File: src/rtl/exec_pkg.sv
// Shared definitions for the execute stage of the 8-bit core.
//   - default datapath, register-number and opcode widths
//   - FSM state encodings (IDLE, MUL, WB)
//   - opcode enumeration (0..8 defined, 9..15 illegal)
package exec_pkg;

    localparam int unsigned EXEC_WIDTH  = 8;
    localparam int unsigned EXEC_REG_AW = 3;
    localparam int unsigned EXEC_OPC_W  = 4;

    localparam logic [1:0] ST_IDLE = 2'd0;
    localparam logic [1:0] ST_MUL  = 2'd1;
    localparam logic [1:0] ST_WB   = 2'd2;

    typedef enum logic [EXEC_OPC_W-1:0] {
        OP_ADD = 4'd0,
        OP_SUB = 4'd1,
        OP_AND = 4'd2,
        OP_OR  = 4'd3,
        OP_XOR = 4'd4,
        OP_SHL = 4'd5,
        OP_SHR = 4'd6,
        OP_MOV = 4'd7,
        OP_MUL = 4'd8
    } opcode_e;

endpackage

File: src/rtl/execute_unit_shift_add_mul.sv
// shift_add_mul: iterative unsigned WIDTH x WIDTH shift-add multiplier.
// Only compiled when EXEC_MUL_EN is defined.
// Ports:
//   clk, rst   clock, asynchronous active-high reset
//   start      load operands and begin (ignored while busy by the caller's FSM)
//   a, b       multiplicand / multiplier, sampled when start is high
//   busy       iterations remaining
//   done       high during the final iteration; product valid the cycle after
//   product    2*WIDTH-bit accumulated product
`ifdef EXEC_MUL_EN
module shift_add_mul
    import exec_pkg::*;
#(
    parameter int unsigned WIDTH = EXEC_WIDTH
) (
    input  logic               clk,
    input  logic               rst,
    input  logic               start,
    input  logic [WIDTH-1:0]   a,
    input  logic [WIDTH-1:0]   b,
    output logic               busy,
    output logic               done,
    output logic [2*WIDTH-1:0] product
);

    localparam int unsigned CNT_W = $clog2(WIDTH + 1);

    logic [2*WIDTH-1:0] acc_q, acc_d;
    logic [2*WIDTH-1:0] mcand_q, mcand_d;
    logic [WIDTH-1:0]   mplier_q, mplier_d;
    logic [CNT_W-1:0]   cnt_q, cnt_d;

    // One multiplier bit per cycle, LSB first; multiplicand shifts left alongside.
    always_comb begin
        acc_d    = acc_q;
        mcand_d  = mcand_q;
        mplier_d = mplier_q;
        cnt_d    = cnt_q;
        if (start) begin
            acc_d    = '0;
            mcand_d  = {{WIDTH{1'b0}}, a};
            mplier_d = b;
            cnt_d    = CNT_W'(WIDTH);
        end else if (cnt_q != '0) begin
            if (mplier_q[0]) begin
                acc_d = acc_q + mcand_q;
            end
            mcand_d  = mcand_q << 1;
            mplier_d = mplier_q >> 1;
            cnt_d    = cnt_q - CNT_W'(1);
        end
    end

    always_ff @(posedge clk or posedge rst) begin
        if (rst) begin
            acc_q    <= '0;
            mcand_q  <= '0;
            mplier_q <= '0;
            cnt_q    <= '0;
        end else begin
            acc_q    <= acc_d;
            mcand_q  <= mcand_d;
            mplier_q <= mplier_d;
            cnt_q    <= cnt_d;
        end
    end

    assign busy    = (cnt_q != '0);
    assign done    = (cnt_q == CNT_W'(1));
    assign product = acc_q;

endmodule
`endif

File: src/rtl/execute_unit.sv
// execute_unit: execute stage of the 8-bit core. Single-cycle ALU ops and an
// optional 8-cycle shift-add MUL, producing register-file write-back signals.
// Configuration macro: EXEC_MUL_EN (defined: MUL supported; undefined: opcode 8
// is illegal and wb_mul_high is tied to zero).
// Ports:
//   clk, rst                 clock, asynchronous active-high reset
//   issue_valid/issue_ready  issue handshake; ready only in IDLE
//   opcode, op_a, op_b       operation and operands, sampled on acceptance
//   dest_num                 destination register number
//   wb_en                    one-cycle write-back strobe
//   wb_num, wb_data          write-back register number and data (MUL low byte)
//   wb_mul_high              MUL high byte, zero for other ops
//   flag_z, flag_c           flags of the last written-back result
//   illegal                  one-cycle pulse when an illegal opcode is accepted
module execute_unit
    import exec_pkg::*;
#(
    parameter int unsigned WIDTH  = EXEC_WIDTH,
    parameter int unsigned REG_AW = EXEC_REG_AW,
    parameter int unsigned OPC_W  = EXEC_OPC_W
) (
    input  logic              clk,
    input  logic              rst,
    input  logic              issue_valid,
    output logic              issue_ready,
    input  logic [OPC_W-1:0]  opcode,
    input  logic [WIDTH-1:0]  op_a,
    input  logic [WIDTH-1:0]  op_b,
    input  logic [REG_AW-1:0] dest_num,
    output logic              wb_en,
    output logic [REG_AW-1:0] wb_num,
    output logic [WIDTH-1:0]  wb_data,
    output logic [WIDTH-1:0]  wb_mul_high,
    output logic              flag_z,
    output logic              flag_c,
    output logic              illegal
);

    logic [1:0]        state_q, state_d;
    logic              wb_en_q, wb_en_d;
    logic              illegal_q, illegal_d;
    logic [REG_AW-1:0] wb_num_q, wb_num_d;
    logic [WIDTH-1:0]  wb_data_q, wb_data_d;
    logic              flag_z_q, flag_z_d;
    logic              flag_c_q, flag_c_d;

    logic                  accept;
    logic                  is_alu;
    logic [EXEC_OPC_W-1:0] opc;
    logic [WIDTH-1:0]      alu_res;
    logic                  alu_c;
    logic [WIDTH:0]        ext;
    logic [2:0]            sh;

`ifdef EXEC_MUL_EN
    logic                  is_mul;
    logic                  mul_start;
    logic                  mul_busy;
    logic                  mul_done;
    logic [2*WIDTH-1:0]    mul_product;
    logic [REG_AW-1:0]     mul_dest_q, mul_dest_d;
    logic [WIDTH-1:0]      wb_mul_high_q, wb_mul_high_d;

    shift_add_mul #(
        .WIDTH (WIDTH)
    ) u_mul (
        .clk     (clk),
        .rst     (rst),
        .start   (mul_start),
        .a       (op_a),
        .b       (op_b),
        .busy    (mul_busy),
        .done    (mul_done),
        .product (mul_product)
    );

    assign is_mul      = (opcode == OPC_W'(OP_MUL));
    assign issue_ready = (state_q == ST_IDLE) && !mul_busy;
    assign wb_mul_high = wb_mul_high_q;
`else
    assign issue_ready = (state_q == ST_IDLE);
    assign wb_mul_high = '0;
`endif

    assign accept = issue_valid && issue_ready;
    // Range check uses the full opcode; the ALU decode only needs the low bits.
    assign is_alu = (opcode < OPC_W'(OP_MUL));
    assign opc    = EXEC_OPC_W'(opcode);
    assign sh     = op_b[2:0];

    // Extended-width intermediates carry the carry/borrow/shifted-out bit in
    // ext[WIDTH] (ADD/SUB/SHL) or ext[0] (SHR).
    always_comb begin
        alu_res = '0;
        alu_c   = 1'b0;
        ext     = '0;
        case (opc)
            OP_ADD: begin
                ext     = {1'b0, op_a} + {1'b0, op_b};
                alu_res = ext[WIDTH-1:0];
                alu_c   = ext[WIDTH];
            end
            OP_SUB: begin
                ext     = {1'b0, op_a} - {1'b0, op_b};
                alu_res = ext[WIDTH-1:0];
                alu_c   = ext[WIDTH];
            end
            OP_AND: alu_res = op_a & op_b;
            OP_OR:  alu_res = op_a | op_b;
            OP_XOR: alu_res = op_a ^ op_b;
            OP_SHL: begin
                ext     = {1'b0, op_a} << sh;
                alu_res = ext[WIDTH-1:0];
                alu_c   = ext[WIDTH];
            end
            OP_SHR: begin
                ext     = {op_a, 1'b0} >> sh;
                alu_res = ext[WIDTH:1];
                alu_c   = ext[0];
            end
            OP_MOV: alu_res = op_a;
            default: ;
        endcase
    end

    always_comb begin
        state_d   = state_q;
        wb_en_d   = 1'b0;
        illegal_d = 1'b0;
        wb_num_d  = wb_num_q;
        wb_data_d = wb_data_q;
        flag_z_d  = flag_z_q;
        flag_c_d  = flag_c_q;
`ifdef EXEC_MUL_EN
        mul_start     = 1'b0;
        mul_dest_d    = mul_dest_q;
        wb_mul_high_d = wb_mul_high_q;
`endif
        case (state_q)
            ST_IDLE: begin
                if (accept) begin
                    if (is_alu) begin
                        wb_en_d   = 1'b1;
                        wb_num_d  = dest_num;
                        wb_data_d = alu_res;
                        flag_z_d  = (alu_res == '0);
                        flag_c_d  = alu_c;
`ifdef EXEC_MUL_EN
                        wb_mul_high_d = '0;
                    end else if (is_mul) begin
                        mul_start  = 1'b1;
                        mul_dest_d = dest_num;
                        state_d    = ST_MUL;
`endif
                    end else begin
                        illegal_d = 1'b1;
                    end
                end
            end
`ifdef EXEC_MUL_EN
            ST_MUL: begin
                if (mul_done) begin
                    state_d = ST_WB;
                end
            end
            ST_WB: begin
                wb_en_d       = 1'b1;
                wb_num_d      = mul_dest_q;
                wb_data_d     = mul_product[WIDTH-1:0];
                wb_mul_high_d = mul_product[2*WIDTH-1:WIDTH];
                flag_z_d      = (mul_product == '0);
                flag_c_d      = (mul_product[2*WIDTH-1:WIDTH] != '0);
                state_d       = ST_IDLE;
            end
`endif
            default: state_d = ST_IDLE;
        endcase
    end

    always_ff @(posedge clk or posedge rst) begin
        if (rst) begin
            state_q   <= ST_IDLE;
            wb_en_q   <= 1'b0;
            illegal_q <= 1'b0;
            wb_num_q  <= '0;
            wb_data_q <= '0;
            flag_z_q  <= 1'b0;
            flag_c_q  <= 1'b0;
        end else begin
            state_q   <= state_d;
            wb_en_q   <= wb_en_d;
            illegal_q <= illegal_d;
            wb_num_q  <= wb_num_d;
            wb_data_q <= wb_data_d;
            flag_z_q  <= flag_z_d;
            flag_c_q  <= flag_c_d;
        end
    end

`ifdef EXEC_MUL_EN
    always_ff @(posedge clk or posedge rst) begin
        if (rst) begin
            mul_dest_q    <= '0;
            wb_mul_high_q <= '0;
        end else begin
            mul_dest_q    <= mul_dest_d;
            wb_mul_high_q <= wb_mul_high_d;
        end
    end
`endif

    assign wb_en   = wb_en_q;
    assign illegal = illegal_q;
    assign wb_num  = wb_num_q;
    assign wb_data = wb_data_q;
    assign flag_z  = flag_z_q;
    assign flag_c  = flag_c_q;

endmodule

File: config.mk
export PLATFORM = sky130hd
export DESIGN_NAME = execute_unit
export DESIGN_NICKNAME = d
export VERILOG_FILES = /design/src/rtl/exec_pkg.sv /design/src/rtl/execute_unit_shift_add_mul.sv /design/src/rtl/execute_unit.sv
export SDC_FILE = /design/constraint.sdc
export NUM_CORES = 1
export LEC_CHECK = 0
export ABC_AREA = 1
export CORE_UTILIZATION = 48
export CTS_CLUSTER_DIAMETER = 120
export CTS_CLUSTER_SIZE = 8
export DETAILED_ROUTE_END_ITERATION = 10
export PLACE_DENSITY_LB_ADDON = 0.2
export SYNTH_ARGS = -nofsm -noshare
export SYNTH_HDL_FRONTEND = slang
export SYNTH_HIERARCHICAL = 1
export SYNTH_SLANG_ARGS = --single-unit
File: constraint.sdc
create_clock -name clk -period 0.8 [get_ports clk]
set_clock_uncertainty 0.2 [all_clocks]
set_input_delay 0.16 -clock clk [delete_from_list [all_inputs] [get_ports clk]]
set_output_delay 0.16 -clock clk [all_outputs]
set_load 0.02 [all_outputs]
==> impl_metrics.tcl, run 1 <==
set metrics [dict create \
    rows 25 \
    synth_top_family_by_area "simple AND/OR/NAND/NOR gates" \
    cts.root.buffer_cell "clkbuf_8" \
    stop_stage "5_1_grt" \
    place_congestion 0.992 \
    io_pins 50 \
    htree_levels 1 \
    synth-compound-area-share 0.0991 \
    yosysUniqueCellTypes 34 \
    die_height_um 73.6 \
    yosysTopAreaCellShare 0.213 \
    worstEndpointType "register input" \
    syn_area_um2 2460 \
    yosys.area_share.simple 0.472 \
    worstEndpointGrtRepair "flag_z$_DFFE_PP0P_/D" \
    synth-adder-area-share 0.148 \
    grt-ovfl-total 456 \
    clk_path_buf_depth 2 \
    yosysTopAreaCell "nand2_1" \
    port_buffers 40 \
    syn_area_per_cell_um2 5.81 \
    yosysWarnings 6 \
    grt_max_degree 19 \
    initial_utilization 0.511 \
    cts.sinks 15 \
    postPlaceCellArea_um2 3740 \
    hpwl_um 7540 \
    synthCells 424 \
    synth_area_leaders "nand2_1 21%, dfrtp_1 15%, ha_1 13%, nand3_1 11%, nor2_1 7.5%" \
    die_w_um 73.6 \
    grt_use_total 0.956 \
    synth_xor_area_frac 0.00711 \
    ys_seq_elements 15 \
    error "[ERROR GRT-0232] Routing congestion too high. Check the congestion heatmap in the GUI." \
    cts_buffers 3 \
    yosysSeqAreaShare 0.152 \
    status "aborted with a tool error" \
    synth.mux.area_fraction 0 \
]
[per-layer routing]
| layer | GRT overflow | track usage |
|---|---|---|
| met2 | 346 | 1.34 |
| met5 | 1 | 0.0606 |
| met4 | 107 | 1.15 |
| met3 | 2 | 0.628 |
| met1 | 0 | 0.841 |
[logic make-up after synthesis]
family,Yosys count
AO/OA/AOI/OAI,45
XOR/XNOR,2
adder cells (fa/ha/maj),28
buffers and inverters,63
flip-flops,15
other,2
AND/OR/NAND/NOR,269
[what timing repair did]
action                                 in CTS
endpoints found under the hold margin       1
setup buffers                              20
gates resized for setup                   281
pin swaps                                  63
setup endpoints to repair                  30
[Yosys cell counts (all sizes together)]
cell	instances
a21o	1
nand3	57
ha	26
o211ai	1
dfrtp	15
or2	1
a21oi	17
nand4	2
nor3	3
nand3b	5
inv	45
o21ai	20
xor2	1
buf	17
o2111ai	1
fa	2
o21bai	1
nor2	57
o21a	2
and2	1
conb	2
xnor2	1
clkinv	1
nand2	143
o22ai	2
[per-stage QoR]
step                      worst slack, ns  setup TNS, ns  std cells
after CTS                           -1.14         -14.08        636
after detailed placement            -1.80         -27.56        613
after global placement              -1.72         -26.44        613
after floorplan                    -0.955          -7.49        431
==> inputs of run 2 (changes only) <==
- CORE_UTILIZATION: 48 -> 40
- CTS_CLUSTER_DIAMETER: 120 -> not set
- CTS_CLUSTER_SIZE: 8 -> not set
- PLACE_DENSITY_LB_ADDON: 0.2 -> 0.15
- clock period: 0.8 -> 1 ns (I/O delays scaled with it)
==> run 2 against run 1 <==
Against the previous run:
- the flow now finishes, with violations (hold timing, setup timing)
- synthesized cell count unchanged
- synthesized area unchanged
==> impl_metrics.tcl, run 2 <==
set metrics [dict create \
    rr_startpoint "wb_data[4]$_DFFE_PP0P_" \
    wl_um 11300 \
    nets 651 \
    drt_iter0_markers 285 \
    violations "hold timing, setup timing" \
    seqPwrFrac 0.201 \
    yosysTopAreaCell "nand2_1" \
    cp.required_ns 1.00 \
    io_pins 50 \
    leakagePower_nw 2.42 \
    cp_top_family "simple AND/OR/NAND/NOR gates" \
    drv_cap 0 \
    grt_use_total 0.326 \
    max_freq_mhz 520 \
    ys_seq_elements 15 \
    finalPower_w 0.00367 \
    largest_reg_flops 8 \
    hp-class "input pin to register" \
    status "finished, violations left" \
    firstDrtPassIters 6 \
    clk_latency_ns 0.25 \
    synth_edf_count 0 \
    die_area_um2 6470 \
    setup_ws_ns -0.924 \
    dr_total_vias 3594 \
    yosysMostFrequentCell "nand2_1" \
    fin_crit_ns 1.92 \
    place_congestion 0.966 \
    swShare 0.412 \
    diodes 0 \
    drc_errors 0 \
    pwr-share-comb 0.665 \
    cp-startpoint "op_a[1]" \
    grt-ovfl-total 0 \
    final_cells 671 \
    min_period_over_period 1.92 \
    power.switching_w 0.00151 \
    pwr-share-clk 0.134 \
    synth_ff_type "dfrtp_1" \
    rsz0062_at_grt "true" \
    die_w_um 80.5 \
    cts.root.buffer_cell "clkbuf_8" \
    cts_tree "done" \
    dp_cells 632 \
    syn_area_per_cell_um2 5.81 \
    yosysUniqueCellTypes 34 \
    postLayoutCellArea_um2 4810 \
    cts_buffers 3 \
    clk_path_buf_depth 2 \
    rows 28 \
    max_stage_delay_ns 0.40 \
    grt_pass1_vias 3386 \
    grt_max_degree 19 \
    yosysTopAreaCellShare 0.213 \
    antenna_left 0 \
    final_cell_mix "110 x nand2_1, 107 x buf_4, 43 x buf_6" \
    port_buffers 40 \
    crit_chain "buf_8 -> buf_6 -> fa_2 -> xor2_1 -> nand2_1 -> nand2_1 -> nor2_1 -> nand3_1 -> nor2_1 -> nand3_1 -> nor2_1 -> nand2_1 -> nand2_1" \
    crit_path_start_kind "input pin" \
    postPlaceCellArea_um2 3840 \
    drive_above_1_share 0.527 \
    cts.sinks 15 \
    cpMostUsedCell "nand2_1" \
    htree_levels 1 \
    slew_viol_final 0 \
    cp.arrival_ns 1.92 \
    grt_first_pass_wirelength_um 16100 \
    yosysSeqAreaShare 0.152 \
    worstHoldStart "opcode[3]" \
    cp-end-kind "register" \
    async_reset_ff_frac 1.00 \
    synth_area_leaders "nand2_1 21%, dfrtp_1 15%, ha_1 13%, nand3_1 11%, nor2_1 7.5%" \
    wl_per_cell_um 16.8 \
    die_height_um 80.5 \
    worst-path-buf-inv 2 \
    p_int_w 0.00216 \
    antenna_found_initial 0 \
    critical_path.slowest_cell "fa_2" \
    setup_viol 25 \
    yosysWarnings 6 \
    max-vdd-ir-drop_uv 885 \
    timing_worst_setup_path_type "input pin to register" \
    cts.reportedPaths.clkPinSlew_ns 0.06 \
    hpwl_um 7380 \
    finalSetupTns_ns -9.97 \
    initial_utilization 0.416 \
    fillers 406 \
    synthCells 424 \
    hold_viol 1 \
    powerDensity_nw_per_um2 764 \
    synth_common_cells "140 x nand2_1, 56 x nand3_1, 49 x nor2_1" \
    cp_max_fo 3 \
    layout_commonest_cell "nand2_1" \
    routed_via_density 5.36 \
    area_growth_pct 95.2 \
    core_um2 5920 \
    hold_slack_ns -0.0405 \
    syn_area_um2 2460 \
]
## run 2: final cells by class
type | count | area [um2] | share of cell area
multi-input combinational | 353 | 2400 | 0.499
tap | 75 | 93.8 | 0.0195
clock inverter | 1 | 5.00 | 0.00104
timing repair buffer | 178 | 1650 | 0.343
sequential | 15 | 375 | 0.0781
inverter | 46 | 248 | 0.0515
clock buffer | 3 | 41.3 | 0.00859
## run 2: cell families (layout without fill, tap and decap cells)
| logic type | Yosys count | count (layout) | share of synthesized area |
|---|---|---|---|
| buffers and inverters | 63 | 228 | 0.118 |
| AND/OR/NAND/NOR | 269 | 269 | 0.472 |
| other | 2 | 9 | 0.00305 |
| AO/OA/AOI/OAI | 45 | 45 | 0.0991 |
| adder cells (fa/ha/maj) | 28 | 28 | 0.148 |
| XOR/XNOR | 2 | 2 | 0.00712 |
| flip-flops | 15 | 15 | 0.152 |
## run 2: worst paths after layout
path	to	slack, ns	cells past startpoint
max reg2reg	wb_data[4]$_DFFE_PP0P_	-0.06	4
max in group asynchronous	wb_data[3]$_DFFE_PP0P_	0.39	3
min	illegal$_DFF_PP0_	-0.04	3
min in group asynchronous	wb_num[1]$_DFFE_PP0P_	0.08	3
min reg2reg	wb_num[0]$_DFFE_PP0P_	0.31	2
max	flag_z$_DFFE_PP0P_	-0.92	13
## run 2: what timing repair did
| item | CTS | global route |
|---|---|---|
| endpoints found under the hold margin | 1 | 1 |
| resized for setup | 270 | 81 |
| gates cloned | 1 | 0 |
| pin swaps | 70 | 60 |
| setup buffers | 30 | 10 |
| endpoints found under the setup margin | 29 | 28 |
## run 2: layer usage
layer	up-vias	track usage	share of wire
met2	192	0.583	0.49
met4	0	0.148	0.060
met1	1643	0.389	0.39
met3	66	0.0295	0.060
met5	-	0	0
li1	1693	-	-
## run 2: tightest hold or removal path, delay by kind of cell
kind                   cells  cell delay (ns)
buffers and inverters      2             0.13
AND/OR/NAND/NOR            1             0.05
## run 2: power by group through the flow
stage / Clock [W] / Sequential (W) / Combinational [W]
2_1_floorplan: 0 / 0.000831 / 0.000818
3_3_place_gp: 0 / 0.000732 / 0.00177
3_5_place_dp: 0 / 0.000733 / 0.00179
4_1_cts: 0.000490 / 0.000737 / 0.00215
5_1_grt: 0.000520 / 0.000745 / 0.00260
6_report: 0.000491 / 0.000740 / 0.00244
## run 2: through the flow
stage | setup WS, ns | util
floorplan | -0.795 | -
global placement | -1.62 | 0.648
detailed placement | -1.64 | 0.648
CTS | -0.882 | 0.769
global route | -1.03 | 0.812
finish | -0.924 | 0.812
Note: power is estimated with default switching activity, not from simulation.
==> inputs of run 3 (changes only) <==
- CORE_MARGIN: not set -> 2
==> run 3 against run 2 <==
Against the previous run:
- the flow still finishes with violations (hold timing, setup timing)
- sequential power about the same
- register-to-register slack worse by 0.05 ns
- fmax down 2.6%
- clock power down 4%
- largest power group unchanged
==> impl_metrics.tcl, run 3 (synthesized netlist as in run 2, its figures left out) <==
set metrics [dict create \
    status "finished, violations left" \
    violations "hold timing, setup timing" \
    nets 640 \
    setup_ws_ns -0.975 \
    timing_worst_setup_path_type "input pin to register" \
    cp.required_ns 0.99 \
    cp-startpoint "op_a[0]" \
    firstDrtPassIters 5 \
    top_layer "met4" \
    cts_tree "done" \
    cp_num_cells 14 \
    drive_above_1_share 0.513 \
    port_buffers 40 \
    grt-ovfl-total 0 \
    r2r_slack_ns -0.11 \
    route.met3.wl_um 494 \
    place_congestion 0.982 \
    area_growth_pct 87.1 \
    drc_errors 0 \
    cts.sinks 15 \
    rr_startpoint "wb_data[5]$_DFFE_PP0P_" \
    max-vdd-ir-drop_uv 917 \
    cp_top_family "simple AND/OR/NAND/NOR gates" \
    diodes 0 \
    max_freq_mhz 506 \
    cp_max_fo 3 \
    grt_first_pass_wirelength_um 15200 \
    cts_buffers 3 \
    hold_depth 3 \
    clk_latency_ns 0.24 \
    leakagePower_nw 2.35 \
    htree_levels 1 \
    slew_viol_final 0 \
    setup_viol 25 \
    m1WireLength_um 4030 \
    dp_cells 619 \
    largest_reg_flops 8 \
    cpMostUsedCell "nand2_1" \
    cp.arrival_ns 1.96 \
    clk_path_buf_depth 2 \
    cts.reportedPaths.clkPinSlew_ns 0.06 \
    wl_um 9900 \
    grt_pass1_vias 3292 \
    routed_via_density 5.31 \
    critical_path.slowest_cell "fa_2" \
    fin_crit_ns 1.97 \
    die_height_um 82.5 \
    rr_worst_depth 4 \
    wl_per_cell_um 15.0 \
    initial_utilization 0.416 \
    worstHoldStart "opcode[3]" \
    drt_iter0_markers 325 \
    die_w_um 82.5 \
    die_area_um2 6800 \
    antenna_left 0 \
    rows 28 \
    final_cell_mix "111 x nand2_1, 101 x buf_4, 42 x buf_6" \
    core_um2 5920 \
    grt_max_degree 19 \
    powerDensity_nw_per_um2 754 \
    hpwl_um 7030 \
    cts.root.buffer_cell "clkbuf_8" \
    hold_viol 1 \
    max_stage_delay_ns 0.39 \
    hold_slack_ns -0.0379 \
    antenna_found_initial 0 \
    worst-path-buf-inv 2 \
    crit_chain "buf_12 -> inv_12 -> ha_4 -> fa_2 -> nand3b_1 -> nand2_2 -> nand2_1 -> nand3_1 -> nand3b_1 -> nor2_2 -> nand2_1 -> nor2_1 -> nand2_1 -> nand2_1" \
    io_pins 50 \
    met2WireLength_um 4910 \
    grt_use_total 0.291 \
    layout_commonest_cell "nand2_1" \
    crit_path_start_kind "input pin" \
    hp-class "input pin to register" \
    final_cells 660 \
    rsz0062_at_grt "true" \
    endpoint "flag_z$_DFFE_PP0P_" \
    cp-end-kind "register" \
    dr_total_vias 3505 \
    min_period_over_period 1.97 \
    r2r_end "wb_data[5]$_DFFE_PP0P_" \
    drv_cap 0 \
]
-- run 3: timing repair --
action                                 CTS  global route
buffers inserted                        29            12
setup endpoints to repair               29            28
gates resized for setup                294            35
pin swaps                               65            29
endpoints found under the hold margin    1             1
-- run 3: stage by stage --
| step | TNS [ns] | util | worst slack [ns] | instance area [um2] | total power, W |
|---|---|---|---|---|---|
| 5_1_grt | -11.03 | 0.778 | -1.03 | 4610 | 0.00369 |
| 3_3_place_gp | -21.89 | 0.630 | -1.57 | 3730 | 0.00244 |
| 4_1_cts | -9.57 | 0.743 | -0.903 | 4400 | 0.00328 |
| 3_5_place_dp | -22.29 | 0.630 | -1.60 | 3730 | 0.00246 |
| 6_report | -10.08 | 0.778 | -0.975 | 4610 | 0.00347 |
| 2_1_floorplan | -5.75 | - | -0.795 | 2690 | 0.00165 |
-- run 3: worst min path at each step --
stage                                  to  slack, ns
finish                  illegal$_DFF_PP0_      -0.04
global route            illegal$_DFF_PP0_      -0.02
CTS                     illegal$_DFF_PP0_      -0.05
detailed placement  wb_num[2]$_DFFE_PP0P_       0.27
global placement    wb_num[1]$_DFFE_PP0P_       0.26
floorplan              flag_c$_DFFE_PP0P_       -0.1
-- run 3: worst reg2reg max path: stages, from the launching register on --
cell	delay, ns
dfrtp_1	0.39
buf_4	0.14
buf_4	0.12
nand2_1	0.07
o21ai_1	0.07
-- run 3: per-layer routing --
layer	vias to the layer above	global-route usage
li1	1668	-
met1	1643	0.358
met2	157	0.515
met3	37	0.0207
met4	0	0.132
met5	-	0
-- run 3: final cells by class --
cell class,instances,area (um2)
multi-input cells,353,2350
repair buffers,167,1520
fillers,416,1310
flip-flops and latches,15,375
inverters,46,231
well taps,75,93.8
clock buffers,3,41.3
clock inverters,1,5.00
-- run 3: power breakdown --
group          internal [W]  leakage, nW  switching [W]
Sequential         0.000685        0.194      0.0000573
Clock              0.000275       0.0255       0.000197
Combinational       0.00111         2.13        0.00115
Total               0.00207         2.35        0.00140
==> inputs of run 4 (changes only) <==
- PLACE_DENSITY: not set -> 0.63
- PLACE_DENSITY_LB_ADDON: 0.15 -> not set
==> run 4 against run 3 <==
Against the previous run:
- utilization rose by 1.3 points
- first-iteration DRC count fell by 52%
- fmax rose by 0.66%
- combinational power rose by 4%
- wire length rose by 3.4%
- clock power fell by 0.8%
- count of clock-buffer cells in the layout did not move
- die area did not move
- critical path depth rose by 1
- largest cell class unchanged
- highest routed layer unchanged
- the flow finishes with violations (setup timing)
==> impl_metrics.tcl, run 4 (synthesized netlist as in run 2, its figures left out) <==
set metrics [dict create \
    cpMostUsedCell "nand2_1" \
    place_congestion 0.949 \
    cts.reportedPaths.clkPinSlew_ns 0.06 \
    diodes 0 \
    critical_path.slowest_cell "fa_2" \
    drt_iter0_markers 157 \
    timing_worst_setup_path_type "input pin to register" \
    antenna_left 0 \
    postPlaceCellArea_um2 3860 \
    nets 651 \
    fillers 416 \
    core_um2 5920 \
    hp-class "input pin to register" \
    grt_max_degree 19 \
    firstDrtPassIters 4 \
    grt_first_pass_wirelength_um 15200 \
    drive_above_1_share 0.534 \
    setup_ws_ns -0.962 \
    grt_pass1_vias 3243 \
    initial_utilization 0.416 \
    final_cell_mix "110 x buf_4, 106 x nand2_1, 44 x buf_6" \
    grt-ovfl-total 0 \
    cp-end-kind "register" \
    die_height_um 82.5 \
    cp.arrival_ns 1.95 \
    area_growth_pct 90.3 \
    powerDensity_nw_per_um2 757 \
    port_buffers 40 \
    dr_total_vias 3490 \
    htree_levels 1 \
    die_w_um 82.5 \
    routed_via_density 5.20 \
    max_freq_mhz 510 \
    violations "setup timing" \
    wl_um 10200 \
    wl_per_cell_um 15.3 \
    cts_buffers 3 \
    dp_cells 635 \
    cts.sinks 15 \
    max-vdd-ir-drop_uv 780 \
    hpwl_um 7360 \
    antenna_found_initial 0 \
    setup_viol 25 \
    slew_viol_final 0 \
    drv_cap 0 \
    worst-path-buf-inv 3 \
    min_period_over_period 1.96 \
    fin_crit_ns 1.96 \
    layout_commonest_cell "buf_4" \
    max_stage_delay_ns 0.37 \
    cts_hold_buf 0 \
    final_cells 671 \
    cp_max_fo 3 \
    crit_chain "buf_8 -> buf_12 -> inv_12 -> ha_4 -> fa_2 -> nand3b_1 -> nand2_2 -> nand2_1 -> nand3_1 -> nand3b_1 -> nor2_2 -> nand2_1 -> nor2_1 -> nand2_1 -> nand2_1" \
    rsz0062_at_grt "true" \
    crit_path_start_kind "input pin" \
    leakagePower_nw 2.39 \
    cts.root.buffer_cell "clkbuf_8" \
    finalSetupTns_ns -9.81 \
    cts_tree "done" \
    cp_top_family "simple AND/OR/NAND/NOR gates" \
    hold_viol 0 \
    clk_latency_ns 0.24 \
    status "finished, violations left" \
    die_area_um2 6800 \
    largest_reg_flops 8 \
    io_pins 50 \
    cp.required_ns 0.99 \
    clk_path_buf_depth 2 \
    rows 28 \
    postLayoutCellArea_um2 4690 \
    drc_errors 0 \
    grt_use_total 0.292 \
]
run 4: changes by cell type in the layout (fill, tap and decap cells not counted), moves of 4 or more:
cell             delta
nand2_2             +7
clkdlybuf4s15_2     -5
ha_2                -4
clkbuf_2            +5
nand2_1             -5
buf_4               +9
run 4: timing repair:
action                                  in CTS  in global routing
pin swaps                                   56                 60
endpoints found under the hold margin        0                  0
cloned                                       0                  0
gates resized for setup                    258                 88
endpoints found under the setup margin      29                 28
setup buffers                               25                 16
run 4: worst register-to-register path, stage by stage, from the launching register on:
cell	delay [ns]
dfrtp_1	0.39
buf_4	0.14
buf_4	0.12
nand2_1	0.07
o21ai_2	0.05
run 4: routing by layer:
layer / global-route usage / vias to the layer above / routed length (um)
li1: - / 1683 / -
met2: 0.544 / 119 / 5320
met4: 0.0683 / 0 / 225
met5: 0 / - / 0
met3: 0.0152 / 22 / 525
met1: 0.365 / 1666 / 4170
run 4: metrics by stage:
step | setup WS [ns] | hold WS [ns] | power (W) | util
after floorplan | -0.795 | -0.0985 | 0.00165 | -
after global placement | -1.60 | 0.263 | 0.00253 | 0.652
after detailed placement | -1.66 | 0.276 | 0.00254 | 0.652
after CTS | -1.06 | 0.0133 | 0.00332 | 0.741
after global routing | -1.07 | 0.0350 | 0.00377 | 0.791
final | -0.962 | 0.0267 | 0.00355 | 0.791
run 4: worst paths after layout:
kind / start / to / slack (ns) / depth (start not counted)
worst max register to register: wb_data[4]$_DFFE_PP0P_ / wb_data[4]$_DFFE_PP0P_ / -0.07 / 4
worst min-delay path: opcode[3] / illegal$_DFF_PP0_ / 0.03 / 3
worst min register to register: wb_num[2]$_DFFE_PP0P_ / wb_num[2]$_DFFE_PP0P_ / 0.31 / 2
max in group asynchronous: rst / wb_data[4]$_DFFE_PP0P_ / 0.41 / 3
worst max-delay path: op_a[0] / flag_z$_DFFE_PP0P_ / -0.96 / 15
min in group asynchronous: rst / flag_c$_DFFE_PP0P_ / 0.07 / 3
run 4: final cells by class:
type | count | area (um2) | share of cell area
multi-input combinational | 353 | 2370 | 0.506
timing repair buffer | 178 | 1560 | 0.333
sequential | 15 | 375 | 0.0801
inverter | 46 | 239 | 0.0510
tap | 75 | 93.8 | 0.0200
clock buffer | 3 | 41.3 | 0.00881
clock inverter | 1 | 5.00 | 0.00107
run 4: power by group:
part	total (W)	internal, W	switching, W
Clock	0.000468	0.000275	0.000193
Sequential	0.000740	0.000685	0.0000542
Combinational	0.00234	0.00116	0.00118
Total	0.00355	0.00212	0.00143
